<file path="src/rtl/rep_sequencer_if.sv">
// Handshake bundle between the repeat sequencer, its requester, the CX counter
// and the execution unit.
interface rep_sequencer_if;
  logic       start;
  logic [7:0] count_in;
  logic       abort;
  logic       step_done;
  logic       cx_iszero;
  logic [7:0] cx_in;
  logic       cx_load_enable;
  logic       cx_count_enable;
  logic       step_req;
  logic       busy;
  logic       done;
  logic [1:0] status;
  logic [7:0] steps_done;

  modport master (
    output start, count_in, abort, step_done, cx_iszero,
    input  cx_in, cx_load_enable, cx_count_enable, step_req, busy, done, status, steps_done
  );

  modport slave (
    input  start, count_in, abort, step_done, cx_iszero,
    output cx_in, cx_load_enable, cx_count_enable, step_req, busy, done, status, steps_done
  );
endinterface

</file>
<file path="src/rtl/rep_sequencer.sv">
// Repeat-string sequencer: loads CX, then issues one step per CX count until
// CX reaches zero, an abort arrives, or a step times out.
module rep_sequencer #(
  parameter int unsigned TIMEOUT = 64
) (
  input  logic           clk,
  input  logic           reset,
  rep_sequencer_if.slave bus
);

  typedef enum logic [2:0] {
    S_IDLE, S_LOAD, S_TEST, S_STEP, S_DEC, S_FINISH
  } state_t;

  localparam logic [7:0] TMO_LAST = 8'(TIMEOUT - 1);

  state_t     r_state, w_next;
  logic [7:0] r_cx_in, r_steps, r_tcnt;
  logic [1:0] r_status;
  logic       w_abort_act, w_step_ok, w_tmo;

  assign w_abort_act = bus.abort && (r_state inside {S_LOAD, S_TEST, S_STEP, S_DEC});
  // abort outranks both step_done and timeout in the same STEP cycle
  assign w_step_ok   = (r_state == S_STEP) && bus.step_done && !bus.abort;
  assign w_tmo       = (r_state == S_STEP) && !bus.step_done && !bus.abort && (r_tcnt == TMO_LAST);

  always_ff @(posedge clk or negedge reset) begin
    if (!reset) r_state <= S_IDLE;
    else        r_state <= w_next;
  end

  always_comb begin
    w_next = r_state;
    case (r_state)
      S_IDLE:   if (bus.start) w_next = S_LOAD;
      S_LOAD:   w_next = S_TEST;
      S_TEST:   w_next = bus.cx_iszero ? S_FINISH : S_STEP;
      S_STEP:   if (bus.step_done) w_next = S_DEC;
                else if (w_tmo)    w_next = S_FINISH;
      S_DEC:    w_next = S_TEST;
      S_FINISH: w_next = S_IDLE;
      default:  w_next = S_IDLE;
    endcase
    if (w_abort_act) w_next = S_FINISH;
  end

  always_comb begin
    bus.cx_load_enable  = 1'b0;
    bus.cx_count_enable = 1'b0;
    bus.step_req        = 1'b0;
    bus.done            = 1'b0;
    bus.busy            = (r_state != S_IDLE);
    case (r_state)
      S_LOAD:   bus.cx_load_enable  = 1'b1;
      S_STEP:   bus.step_req        = 1'b1;
      S_DEC:    bus.cx_count_enable = 1'b1;
      S_FINISH: bus.done            = 1'b1;
      default:  ;
    endcase
  end

  // timeout counter restarts in TEST, which is the only way into STEP
  always_ff @(posedge clk or negedge reset) begin
    if (!reset) begin
      r_cx_in  <= 8'd0;
      r_steps  <= 8'd0;
      r_tcnt   <= 8'd0;
      r_status <= 2'b00;
    end else begin
      if (r_state == S_IDLE && bus.start) begin
        r_cx_in  <= bus.count_in;
        r_steps  <= 8'd0;
        r_status <= 2'b00;
      end
      if (r_state == S_TEST)                         r_tcnt <= 8'd0;
      else if (r_state == S_STEP && !bus.step_done) r_tcnt <= r_tcnt + 8'd1;
      if (w_step_ok) r_steps <= r_steps + 8'd1;
      if (w_abort_act) r_status <= 2'b01;
      else if (w_tmo)  r_status <= 2'b10;
    end
  end

  assign bus.cx_in      = r_cx_in;
  assign bus.steps_done = r_steps;
  assign bus.status     = r_status;

endmodule

</file>
<file path="src/flat_wrapper.sv">
// flat-port wrapper written by rule: the top's interface ports become plain ports
module rep_sequencer_flat 
#(
  parameter int unsigned TIMEOUT = 64
)
  (clk, reset, bus_start, bus_count_in, bus_abort, bus_step_done, bus_cx_iszero, bus_cx_in, bus_cx_load_enable, bus_cx_count_enable, bus_step_req, bus_busy, bus_done, bus_status, bus_steps_done);
  rep_sequencer_if bus_i ();
  input  logic clk;
  input  logic reset;
  input wire logic [$bits(bus_i.start)-1:0] bus_start;
  input wire logic [$bits(bus_i.count_in)-1:0] bus_count_in;
  input wire logic [$bits(bus_i.abort)-1:0] bus_abort;
  input wire logic [$bits(bus_i.step_done)-1:0] bus_step_done;
  input wire logic [$bits(bus_i.cx_iszero)-1:0] bus_cx_iszero;
  output wire logic [$bits(bus_i.cx_in)-1:0] bus_cx_in;
  output wire logic [$bits(bus_i.cx_load_enable)-1:0] bus_cx_load_enable;
  output wire logic [$bits(bus_i.cx_count_enable)-1:0] bus_cx_count_enable;
  output wire logic [$bits(bus_i.step_req)-1:0] bus_step_req;
  output wire logic [$bits(bus_i.busy)-1:0] bus_busy;
  output wire logic [$bits(bus_i.done)-1:0] bus_done;
  output wire logic [$bits(bus_i.status)-1:0] bus_status;
  output wire logic [$bits(bus_i.steps_done)-1:0] bus_steps_done;
  assign bus_i.start = bus_start;
  assign bus_i.count_in = bus_count_in;
  assign bus_i.abort = bus_abort;
  assign bus_i.step_done = bus_step_done;
  assign bus_i.cx_iszero = bus_cx_iszero;
  assign bus_cx_in = bus_i.cx_in;
  assign bus_cx_load_enable = bus_i.cx_load_enable;
  assign bus_cx_count_enable = bus_i.cx_count_enable;
  assign bus_step_req = bus_i.step_req;
  assign bus_busy = bus_i.busy;
  assign bus_done = bus_i.done;
  assign bus_status = bus_i.status;
  assign bus_steps_done = bus_i.steps_done;
  rep_sequencer #(.TIMEOUT(TIMEOUT)) u_core (.clk(clk), .reset(reset), .bus(bus_i));
endmodule
</file>
<file path="config.mk">
export PLATFORM = sky130hd
export DESIGN_NAME = rep_sequencer_flat
export DESIGN_NICKNAME = d
export VERILOG_FILES = /design/src/rtl/rep_sequencer_if.sv /design/src/rtl/rep_sequencer.sv /design/src/flat_wrapper.sv
export SDC_FILE = /design/constraint.sdc
export NUM_CORES = 1
export LEC_CHECK = 0
export ABC_AREA = 1
export CAP_MARGIN = 20
export CELL_PAD_IN_SITES_DETAIL_PLACEMENT = 0
export CELL_PAD_IN_SITES_GLOBAL_PLACEMENT = 1
export CORE_MARGIN = 4
export CORE_UTILIZATION = 37
export DETAILED_ROUTE_END_ITERATION = 10
export PLACE_DENSITY_LB_ADDON = 0.1
export SKIP_LAST_GASP = 1
export SLEW_MARGIN = 20
export SYNTH_ARGS = -nofsm -noshare
export SYNTH_HDL_FRONTEND = slang
export SYNTH_SLANG_ARGS = --single-unit
</file>
<file path="constraint.sdc">
create_clock -name clk -period 2.6 [get_ports clk]
set_clock_uncertainty 0.15 [all_clocks]
set_input_delay 0.52 -clock clk [delete_from_list [all_inputs] [get_ports clk]]
set_output_delay 0.52 -clock clk [all_outputs]
set_load 0.03 [all_outputs]
</file>
==> run summary <==
H-tree depth: 2
Logic pwr share: 45.0%
Switching share of power: 41.4%
VDD IR max: 0.000695 V
Cell-internal power: 1.09 mW
Yosys warning total: 0
Crit path kind: reg2out
Ys flop type: dfrtp_1
Nets: 269
Crit path arrival time: 1.76 ns
Starting Density: 38.3%
Clock root buffer: clkbuf_8
Seq/Total Area, Yosys: 47.0%
DP HPWL: 2.49 mm
Setup WS pre-CTS: 0.492 ns
CP Max Fanout: 7
Fin. Hold Viols: 0
Antenna cells: 0
Share of layout cells above drive strength 1: 8.30%
Syn_nets: 226
Multi-input logic area: 662 um^2
Startpoint Class: flop
Drt total wl: 3.37 mm
Routed len/inst: 11.1 um
First-pass DRT Iterations: 4
Worst-path clk slew: 0.06 ns
Post-synth EDFFs: 0
Initial antenna violation count: 0
Placed Instances: 296
Cell with the most instances after synthesis: nand2_1
CTS Buf Count: 5
Setup TNS Final: 0 ns
Vias in the first global route: 1366
Final setup margin: 0.167 ns
Mean Syn Cell Area: 7.35 um^2
Hold Buf Count CTS: 0
Worst path required time: 1.93 ns
Rows: 23
CTS tree: done
Die ar.: 0.00527 mm^2
Pwr Total: 1.86 mW
First-pass GRT wire length: 5.95 mm
Initial DRC count: 73
Final std cells w/o fill: 303
Sequential power share: 35.1%
FILL cells: 408
#FFs+latches synth: 29
Final cycle utilization of the critical path: 93.6%
DR vias: 1361
Worst setup EP type: primary output
Power per cell area: 906 mW/mm^2
Area growth syn-to-layout: 33.2%
DIE HEIGHT: 72.6 um
Total of max-cap violations: 0
Bufs on Longest Clock Path: 2
Commonest cells in the netlist: nand2_1, inv_1, dfrtp_1, nand3_1, nor2_1
# resized after CTS: 0
Leak: 1.05 nW
Layout Utilization: 51.0%
Rel. slew slack: 69.6%
Sequential cell area: 726 um^2
Number of port buffers: 36
Max Clock Freq: 411 MHz
WHS: 0.336 ns
Status: completed
Area of the core: 0.00403 mm^2
Horiz. Die Dim: 72.6 um
GP Congestion: 0.835
Largest net degree at the start of global routing: 30
RSZ-0062 raised after global routing: false
Yosys top cell by area: dfrtp_1
Via density: 4.49
Synth top area share: 47.0%
Slew @ Worst Pin: 0.455 ns
Mapped Cells: 210
# Post-CTS Setup Buffers: 0
Clock Sink Count: 29
IO Count: 37
Synth cell types: 24
Residual DRC: 0
Final Critical Period: 2.43 ns
Top post-synthesis cells by area: dfrtp_1, nand2_1, inv_1
Post-synth ARST share: 100%
Switch Pwr: 0.771 mW
Clock power share: 19.9%
Placement-stage cell area: 0.00197 mm^2
GRT overflow: 0
Final setup viols: 0
Max-slew violations: 0
Hold crit path type: reg2reg
Total track usage: 14.4%
Clk_lat worst skew: 0.28 ns
Post-route ant nets: 0
Final Cell Area: 0.00205 mm^2
Synthesized area: 0.00154 mm^2
[cell families after synthesis]
group	share of synthesized area (%)
adders and majority gates	1.62
AOI/OAI and AO/OA	7.79
DFF	47.0
and+or+nand+nor	33.5
buffers and inverters	10.1
[worst max-delay path, cell delays in order, from the launching register on]
cell and delay, ns:
dfrtp_1 0.48, inv_2 0.10, nor3_1 0.20, clkdlybuf4s50_1 0.71
[power by group through the flow]
stage	Combinational (mW)	Sequential, mW	Clock (mW)
3_5_place_dp	0.849	0.658	0
2_1_floorplan	0.392	0.788	0
4_1_cts	0.851	0.653	0.388
6_report	0.838	0.653	0.369
5_1_grt	0.927	0.672	0.406
3_3_place_gp	0.852	0.657	0
[flip-flops by register name, summed over array words and instances, names as in the netlist]
register / cells
u_core.r_tcnt: 8
u_core.r_state: 3
u_core.bus.steps_done: 8
u_core.bus.status: 2
u_core.bus.cx_in: 8
[final cells by class]
type / instances / area share (%)
inverter: 38 / 6.94
multi-input combinational: 141 / 32.2
clock buffer: 7 / 4.20
tap: 50 / 3.05
timing repair buffer: 38 / 18.3
sequential: 29 / 35.3
[final timing paths]
kind	slack [ns]	cells after the start	end	startpoint
min	0.34	2	u_core.bus.cx_in[6]$_DFFE_PN0P_	u_core.bus.cx_in[6]$_DFFE_PN0P_
min in group asynchronous	0.48	2	u_core.r_tcnt[2]$_DFFE_PN0P_	reset
min reg2reg	0.34	2	u_core.bus.cx_in[6]$_DFFE_PN0P_	u_core.bus.cx_in[6]$_DFFE_PN0P_
max reg2reg	0.89	5	u_core.bus.cx_in[3]$_DFFE_PN0P_	u_core.r_state[0]$_DFFE_PN0P_
max in group asynchronous	1.54	2	u_core.bus.steps_done[0]$_DFFE_PN0P_	reset
max	0.17	3	bus_done	u_core.r_state[0]$_DFFE_PN0P_
[placed cells by master (no fill, tap or decap), drive strengths merged]
master          n
a21oi           4
buf             2
clkbuf          7
clkdlybuf4s50  36
dfrtp          29
ha              2
inv            38
nand2          73
nand3          16
nand3b          1
nand4           5
nor2           17
nor3            2
o21a            1
o21ai          17
o21bai          1
or2             2
[layer usage]
metal  track usage (%)  share of wire [%]
met1              19.6                 50
met5                 0                  0
met4              5.33                1.5
met3              5.10                6.3
met2              21.1                 42
Power figures use the tool's default switching activity.
